--- src/rtl/ycbcr_share_arb.sv ---
// rtl/ycbcr_share_arb.sv - two-requester arbiter sharing one fixed-latency RGB888-to-YCbCr converter
//
// Purpose:
//   Two pixel requesters share one pipelined converter that never stalls.
//   A three-state FSM (IDLE, GNT0, GNT1) grants one requester at a time.
//   A grant lasts for up to BURST_MAX accepted pixels. When both requesters
//   are waiting, a one-bit round-robin pointer decides who goes first.
//   Each accepted pixel is registered onto conv_din. A {valid, tag} delay
//   line follows the pixel through the converter, so each result can be
//   routed back to the requester that sent it.
//
// Parameters:
//   CONV_LAT   converter latency in cycles (conv_din -> conv_dout)
//   BURST_MAX  maximum pixels accepted per grant
//
// Ports:
//   clk, rst                  clock; asynchronous active-high reset
//   reqN_valid/data/ready     pixel request channels, RGB888 {R,G,B}
//   conv_din / conv_dout      converter input (registered) / converter result
//   rspN_valid/data           registered per-requester result (data is 0 when not valid)
//   statN_cnt                 accepted-pixel counters
//
// Configuration:
//   YCBCR_ARB_STATS_EN        when defined, statN_cnt count accepted pixels
//                             and wrap at 16 bits. Otherwise they are tied to 0.

module ycbcr_share_arb #(
    parameter int CONV_LAT  = 3,
    parameter int BURST_MAX = 16
) (
    input  logic        clk,
    input  logic        rst,
    input  logic        req0_valid,
    input  logic [23:0] req0_data,
    output logic        req0_ready,
    input  logic        req1_valid,
    input  logic [23:0] req1_data,
    output logic        req1_ready,
    output logic [23:0] conv_din,
    input  logic [23:0] conv_dout,
    output logic        rsp0_valid,
    output logic [23:0] rsp0_data,
    output logic        rsp1_valid,
    output logic [23:0] rsp1_data,
    output logic [15:0] stat0_cnt,
    output logic [15:0] stat1_cnt
);

    localparam int                BC_W   = $clog2(BURST_MAX + 1);
    localparam logic [BC_W-1:0]   BC_MAX = BC_W'(BURST_MAX);

    typedef enum logic [1:0] {
        IDLE = 2'd0,
        GNT0 = 2'd1,
        GNT1 = 2'd2
    } state_t;

    state_t            state_q, state_d;
    logic              rr_q, rr_d;
    logic [BC_W-1:0]   bc_q, bc_d;
    logic [BC_W-1:0]   bc_inc;

    logic [23:0]       conv_din_q, conv_din_d;
    logic [CONV_LAT:0] pv_q, pv_d;
    logic [CONV_LAT:0] pt_q, pt_d;

    logic              rsp0_valid_q, rsp0_valid_d;
    logic              rsp1_valid_q, rsp1_valid_d;
    logic [23:0]       rsp0_data_q, rsp0_data_d;
    logic [23:0]       rsp1_data_q, rsp1_data_d;

    // Signals shared by the FSM and the datapath
    logic              xfer;
    logic              xfer_tag;
    logic [23:0]       xfer_data;
    logic              cur;
    logic              cur_valid;
    logic              oth_valid;
    logic              expired;

    assign bc_inc = bc_q + 1'b1;

    // ------------------------------------------------------------------
    // Arbitration FSM: next state, grant bookkeeping and ready outputs
    // ------------------------------------------------------------------
    always_comb begin
        state_d    = state_q;
        rr_d       = rr_q;
        bc_d       = bc_q;
        req0_ready = 1'b0;
        req1_ready = 1'b0;
        xfer       = 1'b0;
        xfer_tag   = 1'b0;
        xfer_data  = 24'h0;
        cur        = 1'b0;
        cur_valid  = 1'b0;
        oth_valid  = 1'b0;
        expired    = 1'b0;

        case (state_q)
            IDLE: begin
                if (req0_valid && req1_valid) begin
                    state_d = rr_q ? GNT1 : GNT0;
                end else if (req0_valid) begin
                    state_d = GNT0;
                end else if (req1_valid) begin
                    state_d = GNT1;
                end
            end

            GNT0, GNT1: begin
                cur        = (state_q == GNT1);
                cur_valid  = cur ? req1_valid : req0_valid;
                oth_valid  = cur ? req0_valid : req1_valid;
                req0_ready = !cur;
                req1_ready = cur;
                xfer       = cur_valid;
                xfer_tag   = cur;
                xfer_data  = cur ? req1_data : req0_data;
                expired    = cur_valid && (bc_inc == BC_MAX);

                if (!cur_valid || expired) begin
                    rr_d = !cur;
                    bc_d = '0;
                    if (oth_valid) begin
                        state_d = cur ? GNT0 : GNT1;
                    end else if (expired) begin
                        // Only this requester is still waiting. It is
                        // re-granted straight away, so no IDLE cycle
                        // appears at the burst boundary.
                        state_d = state_q;
                    end else begin
                        state_d = IDLE;
                    end
                end else begin
                    bc_d = bc_inc;
                end
            end

            default: begin
                state_d = IDLE;
            end
        endcase
    end

    // ------------------------------------------------------------------
    // Datapath: converter input register, tag delay line, response routing
    // ------------------------------------------------------------------
    always_comb begin
        conv_din_d = xfer ? xfer_data : conv_din_q;

        // Stage 0 is loaded together with conv_din. Stage CONV_LAT
        // therefore lines up with conv_dout for the same pixel.
        pv_d    = '0;
        pt_d    = '0;
        pv_d[0] = xfer;
        pt_d[0] = xfer_tag;
        for (int i = 1; i <= CONV_LAT; i++) begin
            pv_d[i] = pv_q[i-1];
            pt_d[i] = pt_q[i-1];
        end

        rsp0_valid_d = pv_q[CONV_LAT] && !pt_q[CONV_LAT];
        rsp1_valid_d = pv_q[CONV_LAT] &&  pt_q[CONV_LAT];
        rsp0_data_d  = rsp0_valid_d ? conv_dout : 24'h0;
        rsp1_data_d  = rsp1_valid_d ? conv_dout : 24'h0;
    end

    always_ff @(posedge clk or posedge rst) begin
        if (rst) begin
            state_q      <= IDLE;
            rr_q         <= 1'b0;
            bc_q         <= '0;
            conv_din_q   <= 24'h0;
            pv_q         <= '0;
            pt_q         <= '0;
            rsp0_valid_q <= 1'b0;
            rsp1_valid_q <= 1'b0;
            rsp0_data_q  <= 24'h0;
            rsp1_data_q  <= 24'h0;
        end else begin
            state_q      <= state_d;
            rr_q         <= rr_d;
            bc_q         <= bc_d;
            conv_din_q   <= conv_din_d;
            pv_q         <= pv_d;
            pt_q         <= pt_d;
            rsp0_valid_q <= rsp0_valid_d;
            rsp1_valid_q <= rsp1_valid_d;
            rsp0_data_q  <= rsp0_data_d;
            rsp1_data_q  <= rsp1_data_d;
        end
    end

    assign conv_din   = conv_din_q;
    assign rsp0_valid = rsp0_valid_q;
    assign rsp1_valid = rsp1_valid_q;
    assign rsp0_data  = rsp0_data_q;
    assign rsp1_data  = rsp1_data_q;

    // ------------------------------------------------------------------
    // Optional accepted-pixel statistics
    // ------------------------------------------------------------------
`ifdef YCBCR_ARB_STATS_EN
    logic [15:0] stat0_q, stat0_d;
    logic [15:0] stat1_q, stat1_d;

    always_comb begin
        stat0_d = stat0_q + {15'h0, (xfer && !xfer_tag)};
        stat1_d = stat1_q + {15'h0, (xfer &&  xfer_tag)};
    end

    always_ff @(posedge clk or posedge rst) begin
        if (rst) begin
            stat0_q <= 16'h0;
            stat1_q <= 16'h0;
        end else begin
            stat0_q <= stat0_d;
            stat1_q <= stat1_d;
        end
    end

    assign stat0_cnt = stat0_q;
    assign stat1_cnt = stat1_q;
`else
    assign stat0_cnt = 16'h0;
    assign stat1_cnt = 16'h0;
`endif

endmodule
--- config.mk ---
export PLATFORM = sky130hd
export DESIGN_NAME = ycbcr_share_arb
export DESIGN_NICKNAME = d
export VERILOG_FILES = /design/src/rtl/ycbcr_share_arb.sv
export SDC_FILE = /design/constraint.sdc
export NUM_CORES = 1
export LEC_CHECK = 0
export CAP_MARGIN = 20
export CORE_MARGIN = 4
export CORE_UTILIZATION = 30
export DETAILED_ROUTE_END_ITERATION = 8
export SLEW_MARGIN = 20
export SYNTH_ARGS = -nofsm -noshare
export SYNTH_HDL_FRONTEND = slang
export SYNTH_SLANG_ARGS = --single-unit
--- constraint.sdc ---
create_clock -name clk -period 3.8 [get_ports clk]
set_input_delay 0.76 -clock clk [delete_from_list [all_inputs] [get_ports clk]]
set_output_delay 0.76 -clock clk [all_outputs]
set_load 0.005 [all_outputs]
==> reports/qor.txt, run 1 <==
H-tree levels: 3
Post-Syn Instances: 314
number of global-route vias before repair: 2670
die area: 14200 µm²
routed len/inst: 13.69 µm
# resized after CTS: 0
die height: 119.2 µm
adder-cell share of the synthesized area: 2.025%
mux cell area share after synthesis: 7.695%
die width: 119.2 µm
FMAX: 421.7 MHz
drt drc: 0
Total Power: 3.426 mW
Final setup viols: 0
Worst path slowest cell: clkdlybuf4s50_1
Final Hold Vio Count: 0
Starting Density: 30.74%
Synth Area in Simple Gates: 13.40%
max cap viols: 0
ant diodes: 0
critical path peak fanout: 4
synthesized area per cell: 11.81 µm²
most area-consuming cells after synthesis: dfrtp_1, mux2i_1, buf_4
Max stage delay on crit path: 0.54 ns
FP Rows: 40
setup TNS: 0 ns
# port buffers: 151
Hold Path Class: flip-flop to flip-flop
multi-input logic area: 1225 µm²
Tightest Pin Transition: 0.7832 ns
crit-path cells: inv_1, ha_1, clkdlybuf4s50_1
WS Path Type: flip-flop to primary output
vias per inst: 4.126
initial antenna violation count: 0
CTS tree: yes
cts bufs inserted: 9
Core Box Area: 12060 µm²
via count: 2624
fin nets: 545
final core occ: 45.92%
hold-fix buffers at CTS: 0
I/O pins: 184
Slew HR: 47.79%
CP delay by family, top: buffers and inverters
Post-Synth XOR/XNOR Area: 0.2362%
Fin Hold WS: 0.3433 ns
Final GP Congestion: 0.7142
Placed Instance Area: 5261 µm²
CP Launch Type: flip-flop
P&R area growth vs syn: 49.41%
CTS Sinks: 90
worst clock skew: 0.008777 ns
Max rail drop VDD: 0.2639 mV
post-synthesis compound-gate area fraction: 6.379%
Total Routed Length: 8.704 mm
status: finished clean
P_leak: 2.579 nW
worst path arrival time: 1.61 ns
DP HPWL: 6.313 mm
post-layout instance area: 5539 µm²
Worst Path Required: 3.04 ns
Pre-Repair DR Iteration Count: 4
Total GRT Usage: 12.14%
Worst-Skew Late Latency: 0.34 ns
filler instances: 1116
Mapped Area: 3707 µm²
min cycle time layout: 2.371 ns
share of cells above drive strength 1: 5.128%
Ys Warns: 0
Post-CTS Setup Inserts: 0
first-pass GRT wire length: 13.59 mm
Synth top area share: 60.75%
storage element area: 2252 µm²
Cell variety after synth: 30
CP Buf/Inv Count: 2
max-slew violations: 0
largest net degree at the start of global routing: 53
largest family of logic cells by synthesized area: simple AND/OR/NAND/NOR gates
clock-pin slew on the worst setup and hold paths: 0.07 ns
Seq/Total Area, Yosys: 60.75%
Root Driver: clkbuf_16
Synth Register Bits: 90
CP endpoint kind: primary output
power density over the cells: 618.6 nW/µm²
GR Overflow Total: 0
CTS Buffer Depth: 2
Yosys top cell by area: dfrtp_1
RSZ-0062 raised after global routing: no
Iter 0 DRT Violations: 176
fin crit share: 62.40%
Final ANT Viol Nets: 0
==> cell families after synthesis <==
group	after synthesis
xor+xnor	1
flops	90
mux	28
fa+ha+maj	6
other cells	1
compound gates	41
buf+inv	54
simple gates	93
==> power by group <==
part / internal, mW / total [mW] / switching (mW)
logic: 0.681 / 1.19 / 0.513
registers: 1.23 / 1.41 / 0.183
clock network: 0.449 / 0.822 / 0.373
total: 2.36 / 3.43 / 1.07
==> routing by layer <==
metal	vias up	wire (µm)	share of wire, %	track usage [%]
met4	0	137	1.6	4.996
li1	1273	-	-	-
met1	1189	3906	45	15.69
met5	-	0	0	0
met2	150	3806	44	18.79
met3	12	854	9.8	3.894
==> path summary, 6_finish.rpt <==
kind | to | slack, ns | start | cells after the start
worst max register to register | state_q[1] | 1.77 | state_q[0] | 6
worst max-delay path | req1_ready | 1.43 | state_q[0] | 3
min in group asynchronous | pt_q[3] | 0.87 | rst | 2
worst min register to register | pt_q[3] | 0.34 | pt_q[2] | 0
worst min-delay path | pt_q[3] | 0.34 | pt_q[2] | 0
max in group asynchronous | rsp1_data[2] | 2.24 | rst | 3
==> worst register-to-register path, cell delays in order, from the launching register on <==
cell	delay, ns
dfrtp_1	0.40
inv_1	0.10
ha_1	0.54
nand2_4	0.35
inv_2	0.18
a21oi_1	0.10
a32o_1	0.25
==> Yosys cell counts (all sizes together) <==
master	n
mux2i	27
mux2	1
ha	6
and2	25
a22oi	1
conb	1
nand3	2
and3	25
a22o	1
nand2b	4
nor2b	1
nor2	1
a21oi	2
nand2	35
xnor2	1
buf	41
a311o	1
inv	7
a31o	1
o21ai	29
o22ai	3
a21boi	1
clkbuf	6
a32o	2
dfrtp	90
==> sequential cells by signal (all words and copies together) (netlist names) <==
name        cells
conv_din       24
rsp0_data      24
rsp1_data      24
bc_q            5
pt_q            4
pv_q            4
state_q         2
rr_q            1
rsp0_valid      1
rsp1_valid      1
==> per-stage QoR <==
step           setup WS (ns)  std cells
2_1_floorplan         0.7047        345
3_3_place_gp           1.210        620
3_5_place_dp           1.162        620
4_1_cts                1.402        636
5_1_grt                1.345        636
6_report               1.429        636
==> cell usage in the layout (no fill, tap or decap), types with 5 or more instances in the layout <==
cell	instances
and2_1	25
and3_1	25
clkbuf_16	9
clkdlybuf4s50_1	151
conb_1	32
dfrtp_1	90
ha_1	5
inv_1	5
mux2i_1	27
nand2_1	34
o21ai_0	29
==> layout make-up <==
| class | instances | share of cell area [%] |
|---|---|---|
| Clock buffer | 10 | 4.134 |
| Sequential cell | 90 | 40.66 |
| Tap cell | 168 | 3.795 |
| Clock inverter | 6 | 0.8810 |
| Inverter | 7 | 0.4970 |
| Timing Repair Buffer | 154 | 27.92 |
| Multi-Input combinational cell | 201 | 22.11 |
No activity file was read; power rests on OpenSTA's default activity.
==> run 2: changes to the inputs <==
- clock period: 3.8 -> 2.5 ns (I/O delays scaled with it)
==> run 2 against run 1 <==
Non-clock buffer count rose by 2. Largest cell class unchanged. Flip-flop and latch count did not move. Sequential power rose by 52%. Final cell count rose by 0.31%. Critical path type unchanged. Hold slack improved by 0.0034 ns. Largest power group unchanged.
==> reports/qor.txt, run 2 (synthesis gave the netlist of run 1 again) <==
status: finished clean
first-pass GRT wire length: 13.77 mm (+1.4%)
P&R area growth vs syn: 50.86%
Iter 0 DRT Violations: 253 (+44%)
Switch Pwr: 1.628 mW (+52%)
critical path peak fanout: 4 (unchanged)
H-tree levels: 3 (unchanged)
DP HPWL: 6.524 mm (+3.3%)
drt drc: 0 (unchanged)
CP Launch Type: flip-flop
CP endpoint kind: primary output
Pre-Repair DR Iteration Count: 4 (unchanged)
sw frac: 30.55% (-0.63 points)
Core Box Area: 12060 µm² (unchanged)
fin nets: 547 (+0.37%)
most frequent cells in the layout: clkdlybuf4s50_1, dfrtp_1, nand2_1, conb_1, o21ai_0
CTS tree: yes
P_leak: 2.607 nW (+1.1%)
min cycle time layout: 2.088 ns
Placed Instance Area: 5291 µm² (+0.57%)
Slew HR: 51.00% (+3.2 points)
ant diodes: 0 (unchanged)
# resized after CTS: 0 (unchanged)
Placed Cells: 622 (+0.32%)
filler instances: 1158 (+3.8%)
# port buffers: 151 (unchanged)
Starting Density: 30.74% (unchanged)
combinational share of power: 34.6% (-0.2 points)
RSZ-0062 raised after global routing: no
setup TNS: 0 ns (unchanged)
largest net degree at the start of global routing: 47 (-11%)
Hold Path Class: flip-flop to flip-flop
worst clock skew: 0.005853 ns (-0.002924 ns)
power density over the cells: 952.5 nW/µm² (+54%)
Final setup viols: 0 (unchanged)
Tightest Pin Transition: 0.7350 ns (-0.04825 ns)
die height: 119.2 µm (unchanged)
FMAX: 478.9 MHz
Fin Hold WS: 0.3467 ns (+0.003406 ns)
fin crit share: 83.52%
Total GRT Usage: 12.24% (+0.097 points)
hold-fix buffers at CTS: 0 (unchanged)
Final Hold Vio Count: 0 (unchanged)
Max rail drop VDD: 0.4574 mV (+73%)
Int Pwr: 3.699 mW (+57%)
die area: 14200 µm² (unchanged)
Worst-Skew Late Latency: 0.33 ns (about the same)
Final GP Congestion: 0.7628 (+6.8%)
worst path arrival time: 1.59 ns (-0.02 ns)
Clock power frac: 25.1% (+1.1 points)
Post-CTS Setup Inserts: 0 (unchanged)
clock-pin slew on the worst setup and hold paths: 0.06 ns (about the same)
GR Overflow Total: 0 (unchanged)
Worst Path Required: 2.00 ns (-1.04 ns)
via count: 2681 (+2.2%)
sequential power share: 40.3% (-0.9 points)
vias per inst: 4.202 (+1.9%)
WS Path Type: flip-flop to primary output
Final ANT Viol Nets: 0 (unchanged)
die width: 119.2 µm (unchanged)
I/O pins: 184 (unchanged)
FP Rows: 40 (unchanged)
CTS Sinks: 90 (unchanged)
routed len/inst: 13.79 µm (+0.79%)
number of global-route vias before repair: 2698 (+1.0%)
post-layout instance area: 5593 µm² (+0.97%)
commonest non-fill, non-tap cell in the layout: clkdlybuf4s50_1
Total Routed Length: 8.800 mm (+1.1%)
max-slew violations: 0 (unchanged)
Root Driver: clkbuf_16
CTS Buffer Depth: 2 (unchanged)
cts bufs inserted: 9 (unchanged)
max cap viols: 0 (unchanged)
initial antenna violation count: 0 (unchanged)
share of cells above drive strength 1: 5.532% (+0.40 points)
Total Power: 5.327 mW (+55%)
Finished Layout Cells: 638 (+0.31%)
-- run 2: changes by cell type in the layout (fill, tap and decap cells not counted) --
cell,before,now
clkinv_4,1,2
buf_12,1,2
clkinvlp_4,3,2
clkinv_2,1,0
buf_4,2,3
bufinv_16,0,1
-- run 2: area by class of cell --
cell class | count | area (µm²) | share of cell area, %
Multi-Input combinational cell | 201 | 1225 | 21.90
Clock buffer | 10 | 229.0 | 4.094
Tap cell | 168 | 210.2 | 3.758
Clock inverter | 6 | 72.57 | 1.298
Timing Repair Buffer | 156 | 1574 | 28.14
Inverter | 7 | 30.03 | 0.5369
Sequential cell | 90 | 2252 | 40.27
-- run 2: worst max-delay path, stage by stage (launching register included) --
cell	delay (ns)
dfrtp_1	0.42
inv_1	0.12
ha_1	0.21
clkdlybuf4s50_1	0.52
-- run 2: layer usage --
| metal | GRT usage [%] | vias up | wire [µm] | share of wire (%) |
|---|---|---|---|---|
| li1 | - | 1285 | - | - |
| met1 | 15.78 | 1238 | 3815 | 43 |
| met2 | 19.18 | 148 | 3921 | 45 |
| met3 | 3.846 | 10 | 917 | 10 |
| met4 | 4.779 | 0 | 146 | 1.7 |
| met5 | 0 | - | 0 | 0 |
-- run 2: through the flow --
step	utilization, %	worst slack, ns
6_report	46.37	0.4120
5_1_grt	46.37	0.3076
4_1_cts	46.37	0.3652
3_5_place_dp	43.87	0.3187
3_3_place_gp	43.87	0.3893
2_1_floorplan	-	0.9032
-- run 2: final timing paths --
path,from,end,slack (ns),cells after the start
setup reg to reg,state_q[0],state_q[0],0.66,7
min in group asynchronous,rst,rsp0_data[23],0.60,2
hold reg to reg,pv_q[1],pv_q[2],0.35,0
setup / recovery,state_q[0],req1_ready,0.41,3
hold / removal,pv_q[1],pv_q[2],0.35,0
max in group asynchronous,rst,conv_din[11],1.31,3
-- run 2: power groups by stage --
stage | combinational, mW | sequential (mW) | clock (mW)
6_report | 1.84 | 2.15 | 1.33
4_1_cts | 1.88 | 2.16 | 1.39
2_1_floorplan | 0.956 | 2.11 | 0
3_5_place_dp | 1.89 | 2.18 | 0
3_3_place_gp | 1.84 | 2.17 | 0
5_1_grt | 2.03 | 2.22 | 1.44
==> run 3: changes to the inputs <==
- PLACE_DENSITY: not set -> 0.65
- clock period: 2.5 -> 1.9 ns (I/O delays scaled with it)
==> run 3 against run 2 <==
Clock power up 35%. Critical endpoint unchanged. Count of clock-buffer cells in the layout unchanged. Combinational power up 46%. Largest power group unchanged. Setup slack worse by 0.35 ns. First-iteration DRC count down 22%. Register-to-register slack worse by 0.51 ns. Final area up 1.4%. Wire length up 4.1%. Sequential power up 26%. Global-route usage up 0.73 points. Non-clock buffer count up 9.
==> reports/qor.txt, run 3 (synthesis gave the netlist of run 1 again) <==
status: finished clean
Setup WS pre-CTS: 0.1112 ns (-0.2075 ns)
fin crit share: 96.68%
crit-path cells: inv_2, ha_2, clkdlybuf4s50_1
Total Routed Length: 9.157 mm (+4.1%)
Worst path slowest cell: clkdlybuf4s50_1
Pre-Repair DR Iteration Count: 4 (unchanged)
Hold Path Origin: pv_q[1]
FMAX: 544.4 MHz
Root Driver: clkbuf_16
GR Overflow Total: 0 (unchanged)
worst path arrival time: 1.46 ns (-0.13 ns)
CTS tree: yes
share of cells above drive strength 1: 8.142% (+2.6 points)
clock-pin slew on the worst setup and hold paths: 0.07 ns (about the same)
P&R area growth vs syn: 52.95%
multi-input logic area: 1230 µm² (+0.41%)
Worst Path Required: 1.52 ns (-0.48 ns)
Fin Hold WS: 0.3476 ns (+0.0009040 ns)
ant diodes: 0 (unchanged)
CTS Buffer Depth: 2 (unchanged)
first-pass GRT wire length: 14.46 mm (+5.0%)
filler instances: 1152 (-0.52%)
Final Hold Vio Count: 0 (unchanged)
P_leak: 2.654 nW (+1.8%)
Final ANT Viol Nets: 0 (unchanged)
Iter 0 DRT Violations: 198 (-22%)
Placed Cells: 627 (+0.80%)
post-layout instance area: 5670 µm² (+1.4%)
largest net degree at the start of global routing: 60 (+28%)
Hold Path Class: flip-flop to flip-flop
cts bufs inserted: 9 (unchanged)
# port buffers: 151 (unchanged)
CP Buf/Inv Count: 2 (unchanged)
max-slew violations: 0 (unchanged)
initial antenna violation count: 0 (unchanged)
Final GP Congestion: 0.7590 (-0.50%)
CP Launch Type: flip-flop
FP Rows: 40 (unchanged)
Core Box Area: 12060 µm² (unchanged)
Placed Instance Area: 5329 µm² (+0.71%)
Max stage delay on crit path: 0.50 ns (-0.02 ns)
die width: 119.2 µm (unchanged)
Finished Layout Cells: 647 (+1.4%)
Worst-Skew Late Latency: 0.33 ns (about the same)
die area: 14200 µm² (unchanged)
fin nets: 556 (+1.6%)
Starting Density: 30.74% (unchanged)
min cycle time layout: 1.837 ns
Final setup viols: 0 (unchanged)
worst clock skew: 0.004591 ns (-0.001262 ns)
max cap viols: 0 (unchanged)
H-tree levels: 3 (unchanged)
DP HPWL: 6.992 mm (+7.2%)
storage element area: 2252 µm² (unchanged)
WS Path Type: flip-flop to primary output
drt drc: 0 (unchanged)
Total Power: 7.171 mW (+35%)
CP delay by family, top: buffers and inverters
via count: 2683 (+0.075%)
setup TNS: 0 ns (unchanged)
Max rail drop VDD: 0.5528 mV (+21%)
power density over the cells: 1265 nW/µm² (+33%)
Total GRT Usage: 12.96% (+0.73 points)
vias per inst: 4.147 (-1.3%)
routed len/inst: 14.15 µm (+2.6%)
RSZ-0062 raised after global routing: no
commonest non-fill, non-tap cell in the layout: clkdlybuf4s50_1
critical path peak fanout: 2 (-2)
most frequent cells in the layout: clkdlybuf4s50_1, dfrtp_1, nand2_1, conb_1, o21ai_0
I/O pins: 184 (unchanged)
reg2reg start: state_q[0]
die height: 119.2 µm (unchanged)
fin worst setup slack: 0.06314 ns (-0.3489 ns)
CTS Sinks: 90 (unchanged)
final core occ: 47.01% (+0.64 points)
CP Launch Point: state_q[0]
CP endpoint kind: primary output
number of global-route vias before repair: 2758 (+2.2%)
FF-to-FF setup slack: 0.15 ns (-0.51 ns)
-- run 3: path summary, 6_finish.rpt --
path	to	cells past startpoint
min in group asynchronous	rsp1_data[9]	3
worst max register to register	bc_q[3]	9
worst max-delay path	req1_ready	3
worst min-delay path	pv_q[2]	0
worst min register to register	pv_q[2]	0
max in group asynchronous	rsp1_data[6]	3
-- run 3: repair_timing --
item                       CTS  global route
hold buffers                 0             0
gates resized for setup      4             2
buffers inserted             3             1
setup endpoints to repair    2            17
-- run 3: cell type report --
cell class / instances / share of cell area (%)
flip-flops and latches: 90 / 39.72
repair buffers: 165 / 28.99
multi-input cells: 201 / 21.69
clock buffers: 10 / 4.038
well taps: 168 / 3.707
clock inverters: 6 / 1.324
inverters: 7 / 0.5296
-- run 3: where the power goes --
| part | switching (mW) | leakage (nW) | total [mW] | internal, mW |
|---|---|---|---|---|
| Clock | 0.751 | 0.145 | 1.79 | 1.04 |
| Combinational | 1.19 | 1.31 | 2.68 | 1.49 |
| Sequential | 0.244 | 1.19 | 2.70 | 2.46 |
| Total | 2.19 | 2.65 | 7.17 | 4.98 |
-- run 3: routing by layer --
layer | share of wire, % | vias to the layer above | wire length (µm) | GRT usage [%]
met5 | 0 | - | 0 | 0
met4 | 1.9 | 0 | 174 | 5.141
met3 | 10 | 12 | 923 | 4.179
met2 | 45 | 144 | 4111 | 20.03
met1 | 43 | 1229 | 3947 | 16.87
li1 | - | 1298 | - | -
